File: config.mk
export PLATFORM = sky130hd
export DESIGN_NAME = instr_fetch_unit_flat
export DESIGN_NICKNAME = d
export VERILOG_FILES = /design/src/rtl/ifu_pkg.sv /design/src/rtl/ifu_if.sv /design/src/rtl/ifu_queue.sv /design/src/rtl/instr_fetch_unit.sv /design/src/flat_wrapper.sv
export SDC_FILE = /design/constraint.sdc
export NUM_CORES = 1
export LEC_CHECK = 0
export CAP_MARGIN = 20
export CORE_MARGIN = 3
export CORE_UTILIZATION = 35
export DETAILED_ROUTE_END_ITERATION = 8
export HOLD_SLACK_MARGIN = 0.12
export PLACE_DENSITY = 0.65
export SYNTH_ARGS = -nofsm -noshare
export SYNTH_HDL_FRONTEND = slang
export SYNTH_SLANG_ARGS = --single-unit
File: constraint.sdc
create_clock -name clk -period 4.24 [get_ports clk]
set_input_delay 1.06 -clock clk [delete_from_list [all_inputs] [get_ports clk]]
set_output_delay 1.06 -clock clk [all_outputs]
set_load 0.02 [all_outputs]
File: src/rtl/ifu_pkg.sv
// Shared types, limits and helpers for the instruction fetch unit.
package ifu_pkg;

  localparam int unsigned IFU_DEPTH_MAX = 16;
  localparam int unsigned IFU_DATA_W    = 32;
  localparam int unsigned IFU_ADDR_W    = 11;

  // One queue slot: fetched word plus the word address it came from
  typedef struct packed {
    logic [IFU_DATA_W-1:0] instr;
    logic [IFU_ADDR_W-1:0] pc;
  } ifu_entry_t;

  // Width needed to hold an occupancy count of 0..depth
  function automatic int unsigned ifu_cnt_w(input int unsigned depth);
    return $clog2(depth + 1);
  endfunction

endpackage

File: src/rtl/ifu_if.sv
// Fetch-unit bus: instruction RAM port, decoder handshake, redirect and perf counters.
interface ifu_if
  import ifu_pkg::*;
#(
  parameter int unsigned DATA_W = IFU_DATA_W,
  parameter int unsigned ADDR_W = IFU_ADDR_W
);

  logic              fetch_en;
  logic              mem_rd_en;
  logic [ADDR_W-1:0] mem_addr;
  logic [DATA_W-1:0] mem_rdata;
  logic              instr_valid;
  logic              instr_ready;
  logic [DATA_W-1:0] instr_out;
  logic [ADDR_W-1:0] instr_pc;
  logic              redirect;
  logic [ADDR_W-1:0] redirect_pc;
  logic [31:0]       perf_bubbles;
  logic [31:0]       perf_redirects;

  // Fetch unit side
  modport master (
    input  fetch_en, mem_rdata, instr_ready, redirect, redirect_pc,
    output mem_rd_en, mem_addr, instr_valid, instr_out, instr_pc,
           perf_bubbles, perf_redirects
  );

  // RAM / controller side
  modport slave (
    output fetch_en, mem_rdata, instr_ready, redirect, redirect_pc,
    input  mem_rd_en, mem_addr, instr_valid, instr_out, instr_pc,
           perf_bubbles, perf_redirects
  );

endinterface

File: src/rtl/ifu_queue.sv
// DEPTH-entry circular buffer with push, pop, flush and occupancy count.
// The head output holds the last popped entry while the queue is empty.
module ifu_queue
  import ifu_pkg::*;
#(
  parameter int unsigned WIDTH = IFU_DATA_W + IFU_ADDR_W,
  parameter int unsigned DEPTH = 4,
  parameter int unsigned CNT_W = ifu_cnt_w(DEPTH)
) (
  input  logic             clk,
  input  logic             rst_n,
  input  logic             flush_i,
  input  logic             push_i,
  input  logic             pop_i,
  input  logic [WIDTH-1:0] wdata_i,
  output logic [WIDTH-1:0] rdata_o,
  output logic [CNT_W-1:0] count_o,
  output logic             empty_o
);

  localparam int unsigned PTR_W = (DEPTH > 1) ? $clog2(DEPTH) : 1;

  logic [WIDTH-1:0] mem_q [DEPTH];
  logic [PTR_W-1:0] rd_ptr_q, rd_ptr_d;
  logic [PTR_W-1:0] wr_ptr_q, wr_ptr_d;
  logic [CNT_W-1:0] count_q, count_d;
  logic [WIDTH-1:0] last_q, last_d;
  logic             do_push;
  logic             do_pop;

  function automatic logic [PTR_W-1:0] ptr_inc(input logic [PTR_W-1:0] p);
    return (p == PTR_W'(DEPTH - 1)) ? '0 : p + PTR_W'(1);
  endfunction

  assign empty_o = (count_q == '0);
  assign do_push = push_i & ~flush_i;
  assign do_pop  = pop_i & ~flush_i & ~empty_o;
  assign count_o = count_q;
  assign rdata_o = empty_o ? last_q : mem_q[rd_ptr_q];

  // Pointer, count and last-popped next-state
  always_comb begin
    rd_ptr_d = rd_ptr_q;
    wr_ptr_d = wr_ptr_q;
    count_d  = count_q;
    last_d   = last_q;
    if (flush_i) begin
      rd_ptr_d = '0;
      wr_ptr_d = '0;
      count_d  = '0;
    end else begin
      if (do_push) wr_ptr_d = ptr_inc(wr_ptr_q);
      if (do_pop) begin
        rd_ptr_d = ptr_inc(rd_ptr_q);
        last_d   = mem_q[rd_ptr_q];
      end
      count_d = count_q + CNT_W'(do_push) - CNT_W'(do_pop);
    end
  end

  // Control state register
  always_ff @(posedge clk) begin
    if (!rst_n) begin
      rd_ptr_q <= '0;
      wr_ptr_q <= '0;
      count_q  <= '0;
      last_q   <= '0;
    end else begin
      rd_ptr_q <= rd_ptr_d;
      wr_ptr_q <= wr_ptr_d;
      count_q  <= count_d;
      last_q   <= last_d;
    end
  end

  // Storage; contents are only observed through a valid pointer
  always_ff @(posedge clk) begin
    if (do_push) mem_q[wr_ptr_q] <= wdata_i;
  end

endmodule

File: src/rtl/instr_fetch_unit.sv
// Instruction fetch front end: owns the PC, issues credit-limited reads to a
// 1-cycle synchronous RAM, queues responses and hands them out over valid/ready.
// Optional build macro IFU_PERF_EN adds saturating bubble/redirect counters.
module instr_fetch_unit
  import ifu_pkg::*;
#(
  parameter int unsigned       DATA_W   = IFU_DATA_W,
  parameter int unsigned       ADDR_W   = IFU_ADDR_W,
  parameter int unsigned       DEPTH    = 4,
  parameter logic [ADDR_W-1:0] RESET_PC = '0
) (
  input logic   clk,
  input logic   rst_n,
  ifu_if.master bus
);

  localparam int unsigned CNT_W   = ifu_cnt_w(DEPTH);
  localparam int unsigned OCC_W   = CNT_W + 1;
  localparam int unsigned ENTRY_W = DATA_W + ADDR_W;

  logic [ADDR_W-1:0]  pc_q, pc_d;
  logic               inflight_q, inflight_d;
  logic [ADDR_W-1:0]  inflight_addr_q, inflight_addr_d;
  logic [CNT_W-1:0]   q_count;
  logic               q_empty;
  logic [ENTRY_W-1:0] q_rdata;
  logic               valid;
  logic               pop;
  logic               push;
  logic               issue;
  logic [OCC_W-1:0]   occ;

  // Handshake and credit: every issued read is guaranteed a free slot
  assign valid = ~q_empty & ~bus.redirect;
  assign pop   = valid & bus.instr_ready;
  assign push  = inflight_q & ~bus.redirect;
  assign occ   = OCC_W'(q_count) + OCC_W'(inflight_q) - OCC_W'(pop);
  assign issue = rst_n & bus.fetch_en & ~bus.redirect & (occ < OCC_W'(DEPTH));

  assign bus.mem_rd_en   = issue;
  assign bus.mem_addr    = pc_q;
  assign bus.instr_valid = valid;
  assign bus.instr_out   = q_rdata[ENTRY_W-1:ADDR_W];
  assign bus.instr_pc    = q_rdata[ADDR_W-1:0];

  // PC and in-flight tracking next-state; redirect overrides issue
  always_comb begin
    pc_d            = pc_q;
    inflight_d      = issue;
    inflight_addr_d = inflight_addr_q;
    if (bus.redirect) begin
      pc_d       = bus.redirect_pc;
      inflight_d = 1'b0;
    end else if (issue) begin
      pc_d            = pc_q + ADDR_W'(1);
      inflight_addr_d = pc_q;
    end
  end

  // PC and in-flight registers
  always_ff @(posedge clk) begin
    if (!rst_n) begin
      pc_q            <= RESET_PC;
      inflight_q      <= 1'b0;
      inflight_addr_q <= '0;
    end else begin
      pc_q            <= pc_d;
      inflight_q      <= inflight_d;
      inflight_addr_q <= inflight_addr_d;
    end
  end

  ifu_queue #(
    .WIDTH (ENTRY_W),
    .DEPTH (DEPTH),
    .CNT_W (CNT_W)
  ) u_queue (
    .clk     (clk),
    .rst_n   (rst_n),
    .flush_i (bus.redirect),
    .push_i  (push),
    .pop_i   (pop),
    .wdata_i ({bus.mem_rdata, inflight_addr_q}),
    .rdata_o (q_rdata),
    .count_o (q_count),
    .empty_o (q_empty)
  );

`ifdef IFU_PERF_EN
  logic [31:0] bubbles_q, bubbles_d;
  logic [31:0] redirects_q, redirects_d;

  // Saturating performance counters next-state
  always_comb begin
    bubbles_d   = bubbles_q;
    redirects_d = redirects_q;
    if (bus.instr_ready && !valid && (bubbles_q != '1)) bubbles_d = bubbles_q + 32'd1;
    if (bus.redirect && (redirects_q != '1))            redirects_d = redirects_q + 32'd1;
  end

  // Performance counter registers
  always_ff @(posedge clk) begin
    if (!rst_n) begin
      bubbles_q   <= '0;
      redirects_q <= '0;
    end else begin
      bubbles_q   <= bubbles_d;
      redirects_q <= redirects_d;
    end
  end

  assign bus.perf_bubbles   = bubbles_q;
  assign bus.perf_redirects = redirects_q;
`else
  assign bus.perf_bubbles   = '0;
  assign bus.perf_redirects = '0;
`endif

endmodule

File: src/flat_wrapper.sv
// flat-port wrapper written by rule: the top's interface ports become plain ports
module instr_fetch_unit_flat import ifu_pkg::*;
#(
  parameter int unsigned       DATA_W   = IFU_DATA_W,
  parameter int unsigned       ADDR_W   = IFU_ADDR_W,
  parameter int unsigned       DEPTH    = 4,
  parameter logic [ADDR_W-1:0] RESET_PC = '0
)
  (clk, rst_n, bus_fetch_en, bus_mem_rdata, bus_instr_ready, bus_redirect, bus_redirect_pc, bus_mem_rd_en, bus_mem_addr, bus_instr_valid, bus_instr_out, bus_instr_pc, bus_perf_bubbles, bus_perf_redirects);
  ifu_if #(.DATA_W(DATA_W), .ADDR_W(ADDR_W)) bus_i ();
  input logic clk;
  input logic rst_n;
  input wire logic [$bits(bus_i.fetch_en)-1:0] bus_fetch_en;
  input wire logic [$bits(bus_i.mem_rdata)-1:0] bus_mem_rdata;
  input wire logic [$bits(bus_i.instr_ready)-1:0] bus_instr_ready;
  input wire logic [$bits(bus_i.redirect)-1:0] bus_redirect;
  input wire logic [$bits(bus_i.redirect_pc)-1:0] bus_redirect_pc;
  output wire logic [$bits(bus_i.mem_rd_en)-1:0] bus_mem_rd_en;
  output wire logic [$bits(bus_i.mem_addr)-1:0] bus_mem_addr;
  output wire logic [$bits(bus_i.instr_valid)-1:0] bus_instr_valid;
  output wire logic [$bits(bus_i.instr_out)-1:0] bus_instr_out;
  output wire logic [$bits(bus_i.instr_pc)-1:0] bus_instr_pc;
  output wire logic [$bits(bus_i.perf_bubbles)-1:0] bus_perf_bubbles;
  output wire logic [$bits(bus_i.perf_redirects)-1:0] bus_perf_redirects;
  assign bus_i.fetch_en = bus_fetch_en;
  assign bus_i.mem_rdata = bus_mem_rdata;
  assign bus_i.instr_ready = bus_instr_ready;
  assign bus_i.redirect = bus_redirect;
  assign bus_i.redirect_pc = bus_redirect_pc;
  assign bus_mem_rd_en = bus_i.mem_rd_en;
  assign bus_mem_addr = bus_i.mem_addr;
  assign bus_instr_valid = bus_i.instr_valid;
  assign bus_instr_out = bus_i.instr_out;
  assign bus_instr_pc = bus_i.instr_pc;
  assign bus_perf_bubbles = bus_i.perf_bubbles;
  assign bus_perf_redirects = bus_i.perf_redirects;
  instr_fetch_unit #(.DATA_W(DATA_W), .ADDR_W(ADDR_W), .DEPTH(DEPTH), .RESET_PC(RESET_PC)) u_core (.clk(clk), .rst_n(rst_n), .bus(bus_i));
endmodule
**Word level (Yosys, flattened, before mapping)**

Memories as Yosys holds them, arrays and structs flattened. A register that Yosys moved wholly into a read port is not among the register bits.
Cells that the tools add are included.
W data, S select, Z words.

- Input port bits: 48
- Word-level logic and storage cells: 44
- Register bits after elaboration: 73
- Bits in writable memories: 172
- Output and inout bits: 120
- Memories: 1

Memory list:

| memory | words | width | rd ports | clocked after Yosys merged registers in | wr ports | line | RTL |
|---|---|---|---|---|---|---|---|
| u_core.u_queue.mem_q | 4 | 43 | 1 | 1 | 1 | ifu_queue.sv:23 | `logic [WIDTH-1:0] mem_q [DEPTH];` |

- Bitwise logic cells: 12
- Add/subtract/negate cells: 7
- Mux-type cells: 9
- $lt $le $gt $ge: 1
- Equality and inequality tests: 2
- Reduce and logical (&&, ||, !) cells: 5

Operators by type and width:

| kind | count |
|---|---|
| $mux W43 | 1 |
| $mux W11 | 2 |
| $add A11 B1 Y11 const B | 1 |
| $and A1 B1 Y1 | 9 |
| $mux W2 | 4 |
| $add A2 B1 Y2 const B | 2 |
| $add A3 B1 Y4 | 1 |
| $eq A2 B2 Y1 const B | 2 |
| $lt A4 B3 Y1 const B | 1 |
| $reduce_and A2 Y1 | 2 |
| $sub A4 B1 Y4 | 1 |
| $add A3 B1 Y3 | 1 |
| $logic_not A3 Y1 | 1 |
| $not A1 Y1 | 3 |
| $sub A3 B1 Y3 | 1 |
| $mux W1 | 2 |
| $reduce_bool A2 Y1 | 1 |
| $reduce_or A2 Y1 | 1 |

**Longest topological paths before layout**

- Depth after elaboration: 9
- Mapped depth: 14
- Mapped depth without buffers: 10

**Hierarchy**

A second synthesis with hierarchy kept.

- Cells, all modules: 660
- Area total of the unflattened synthesis: 10,470.0 µm²

By module, submodules not included:

| module | seq. area each (µm²) | instances | area an instance (µm²) | cells each |
|---|---|---|---|---|
| ifu_queue | 6,206.0 | 1 | 8,595.7 | 422 |
| instr_fetch_unit | 460.4 | 1 | 1,874.3 | 238 |

**Worst setup path after synthesis**

OpenSTA, ideal clock, no wires.

- Path type: input to output
- Start point: input port bus_redirect
- End point: output port bus_mem_rd_en
- Data arrival time: 3.100 ns
- Required time: 3.180 ns
- Path slack: 0.080 ns
- Stages on the path: 13
- Path through: inv_1 > nand3_2 > buf_4 > buf_4 > inv_2 > ha_1 > inv_1 > ha_1 > and3b_4 > nor4_4 > o211ai_2 > buf_4 > inv_2

- Cells in the longest elaborated chain, start to end: 6

RTL lines:

| element | line | RTL |
|---|---|---|
| start: declaration | flat_wrapper.sv:16 | `input wire logic [$bits(bus_i.redirect)-1:0] bus_redirect;` |
| $not A1 Y1 * | instr_fetch_unit.sv:34, instr_fetch_unit.sv:38 |  |
| $and A1 B1 Y1 | instr_fetch_unit.sv:34 | `assign valid = ~q_empty & ~bus.redirect;` |
| $and A1 B1 Y1 | instr_fetch_unit.sv:35 | `assign pop = valid & bus.instr_ready;` |
| $sub A4 B1 Y4 | instr_fetch_unit.sv:37 | `assign occ = OCC_W'(q_count) + OCC_W'(inflight_q) - OCC_W'(pop);` |
| $lt A4 B3 Y1 | instr_fetch_unit.sv:38 | `assign issue = rst_n & bus.fetch_en & ~bus.redirect & (occ < OCC_W'(DEPTH));` |
| $and A1 B1 Y1 * | instr_fetch_unit.sv:38 |  |
| end: declaration | flat_wrapper.sv:18 | `output wire logic [$bits(bus_i.mem_rd_en)-1:0] bus_mem_rd_en;` |

Every way passes the cells marked *; elsewhere a longest branch is shown, timed or not.

**Worst setup path after layout**

Same ends and word-level chain as after synthesis.

==> flow_summary.toml <==
[global_routing]
grt_pass1_wl_mm = 34.2
gr-usage-all-layers_pct = 13.2
antenna_found_initial = 0
first_global_vias = 5970
grt-ovfl-total = 0
grt_start_max_net_pins = 70

[cts]
cts.sinks = 247
numCtsBuffers = 27
cts.path.max_buffers = 3
worstSkewPairLatency_ns = 0.51
cts_hold_buf = 0
cts_tree = "done"
htree_levels = 1
clockRootBuffer = "clkbuf_16"
clk_pin_slew_ns = 0.06

[drt]
drc = 0
postRouteAntennaNets = 0
drtPass1Iterations = 5
vias = 5929
vias_per_cell = 4.74
wl_per_cell_um = 17.3
routed_wl_mm = 21.6
dr.first_iter.drc_count = 337

[setup_path]
critPathLaunchType = "primary input"
crit_path_max_incr_delay_ns = 0.47
critPathKind = "in -> out"
r2r_slack_ns = 1.28
r2r_end = "u_core.bus.mem_addr[4]$_SDFFE_PN0P_"
critPathTopFamily = "buffers and inverters"
cp.arrival_ns = 2.92
crit_path_top_delay_cell = "clkdlybuf4s50_1"
cp_max_fo = 3
crit_buf_inv = 6
setup.worst_path.end_class = "primary output"
required_ns = 3.18
r2r_start = "u_core.u_queue.count_o[2]$_SDFF_PP0_"
path_cells = "clkdlybuf4s50_1 -> inv_1 -> nand3_2 -> inv_2 -> ha_1 -> inv_1 -> ha_1 -> and3b_4 -> nor4_4 -> o211ai_2 -> inv_2 -> clkbuf_2"
r2r.worst_path.cells = 11

[sta]
finalWorstSetupSlack_ns = 0.265
max_freq_ghz = 0.252
worstMarginPinSlew_ns = 0.728
hold_violations = 0
rsz0062_at_grt = "false"
period_share_pct = 93.8
finalSetupViolCount = 0
maxSlewHeadroom_pct = 51.5
drv_slew = 0
whs_ns = 0.450
finalClockSkew_ns = 0.00445
min_period_ns = 3.98

[yosys]
synth-simple-area-share_pct = 6.21
synth_top_family_by_area = "multiplexers"
synth_fa_ha_area_share_pct = 1.49
syn-cell-area_sq_um = 10600
synthXorXnorAreaFrac_pct = 0.166
synth-compound-area-share_pct = 6.43
synth_cells = 732
seq_area_frac_synth_pct = 63.0
yosysWarnings = 0
ys_ff_latch = 247
ys_types = 48
muxShareOfSynthArea_pct = 14.9
syn_avg_cell_area_sq_um = 14.4

[die]
dieArea_sq_um = 32300
die_h_um = 180
core-area_sq_um = 29700
initial_core_util_pct = 35.6
fp.dieW_um = 180
io_pins = 168
rows = 63

[run_status]
run_status = "finished clean"

[placement]
pre_cts_ws_ns = -0.188
dp_hpwl_mm = 12.9
gp_congestion = 0.761
place.port_buffers = 103
dp_cells = 1202

[pwr]
seqPwrFrac_pct = 49.5
peakVddDrop_uv = 249
power.density_nw_per_um2 = 416
combPwrFrac_pct = 5.2
p_leak_nw = 4.35
clkPwrFrac_pct = 45.3
p_sw_share_pct = 20.8
power.switching_w = 0.00110
p_int_w = 0.00419

[layout]
antenna_cells = 0
nNetsFinal = 901
syn_to_final_growth_pct = 20.5
instances_no_fill = 1251
fillers = 2645
multi_input_area_sq_um = 3330
regArea_sq_um = 6670
drive_gt1_share_pct = 19.4

[run]
cap_violations = 0

[min_path]
hold_end = "u_core.u_queue.last_q[14]$_SDFFE_PN0P_"
hp-class = "reg -> reg"
hold_path_startpoint = "u_core.u_queue.last_q[14]$_SDFFE_PN0P_"
hold_path_depth = 2
[worst register-to-register path, cell delays in order, from the launching register on]
cell	delay [ns]
dfxtp_1	0.34
or3_2	0.51
nand3_2	0.11
inv_2	0.03
ha_1	0.16
inv_1	0.05
ha_1	0.21
and3b_4	0.20
buf_4	0.13
or4_1	0.62
a2111oi_1	0.40
a211oi_1	0.08
[flip-flops by register name, indices dropped and copies added (netlist names), named ones only]
register and flops:
u_core.u_queue.count_o 3, u_core.u_queue.last_q 43, u_core.u_queue.wr_ptr_q 2, u_core.u_queue.mem_q 172, u_core.bus.mem_addr 11, u_core.inflight_q 1
u_core.inflight_addr_q 11, u_core.u_queue.rd_ptr_q 2
[layout by cell type, fill, tap and decap left out, types with 11 or more instances in the layout]
cell type and count:
a21boi_1 43, buf_4 12, clkbuf_16 27, clkdlybuf4s50_1 101, conb_1 64, dfxtp_1 73, edfxtp_1 172, ha_1 11
inv_1 22, mux2_2 43, mux2i_1 12, mux4_2 43, nand2_1 103, nor2_1 18
[power by group through the flow]
stage	registers, W	clock network (W)	logic [W]
6_report	0.00262	0.00240	0.000275
2_1_floorplan	0.00268	0	0.000198
5_1_grt	0.00262	0.00257	0.000298
3_5_place_dp	0.00267	0	0.000277
3_3_place_gp	0.00267	0	0.000275
4_1_cts	0.00262	0.00247	0.000278
[synth_stat cells (all sizes together)]
library cell,number,share of area [%]
edfxtp,172,49
nand2,103,3.7
buf,85,5.9
dfxtp,75,14
a21boi,43,3.1
mux2,43,4.6
mux4,43,9.2
inv,26,0.92
clkbuf,18,0.73
nor2,18,0.64
o21ai,18,0.85
mux2i,12,1.1
ha,11,1.3
a211oi,10,0.71
o2111a,6,0.64
nand3,5,0.28
a2111oi,4,0.43
a21oi,4,0.19
and2,4,0.25
and3,4,0.24
nor4,4,0.38
nor3,3,0.14
o211ai,3,0.26
a21o,2,0.14
nand4,2,0.12
or3,2,0.12
xnor2,2,0.17
and2b,1,0.071
and3b,1,0.12
bufbuf,1,0.18
conb,1,0.035
fa,1,0.19
nand3b,1,0.071
nor2b,1,0.059
o2111ai,1,0.083
o21a,1,0.071
or4,1,0.071
[per-stage QoR]
step	total power, W	TNS, ns	cell area [sq um]	utilization [%]
finish	0.00530	0	12700	42.9
CTS	0.00537	0	12700	42.9
detailed placement	0.00295	-0.188	11800	39.8
global placement	0.00295	-0.176	11800	39.8
global route	0.00549	0	12700	42.9
floorplan	0.00287	0	10800	-
[routing by layer]
metal	global-route usage, %	vias to the layer above	routed length [um]
met5	0	-	0
met4	2.94	0	445
met2	21.9	180	10100
li1	-	2786	-
met3	2.49	34	1240
met1	18.1	2929	9820
[cell families after synthesis]
family | count (synthesis)
AOI/OAI and AO/OA | 92
and+or+nand+nor | 150
xor gates and xnor gates | 2
adders and majority gates | 12
buffers and inverters | 130
DFF | 247
muxes | 98
other | 1
[area by class of cell]
| class | instances | area share [%] |
|---|---|---|
| Sequential cell | 247 | 52.3 |
| Tap cell | 390 | 3.83 |
| Clock inverter | 13 | 1.38 |
| Multi-Input combinational cell | 418 | 26.1 |
| Timing Repair Buffer | 121 | 9.66 |
| Inverter | 26 | 0.766 |
| Clock buffer | 36 | 5.88 |
[worst max path at each step]
stage,start,to,slack (ns),depth (start not counted)
after floorplan,bus_redirect,bus_mem_rd_en,0.08,13
after global placement,bus_redirect,bus_mem_rd_en,-0.18,12
after detailed placement,bus_redirect,bus_mem_rd_en,-0.19,12
after CTS,bus_redirect,bus_mem_rd_en,0.08,12
after global routing,bus_redirect,bus_mem_rd_en,0.13,12
final,bus_redirect,bus_mem_rd_en,0.26,12
[what timing repair did]
item | 4_1_cts | 5_1_grt
setup buffers | 0 | 0
setup endpoints to repair | 1 | 1
gates resized for setup | 1 | 2
No activity file was read; power rests on OpenSTA's default activity.
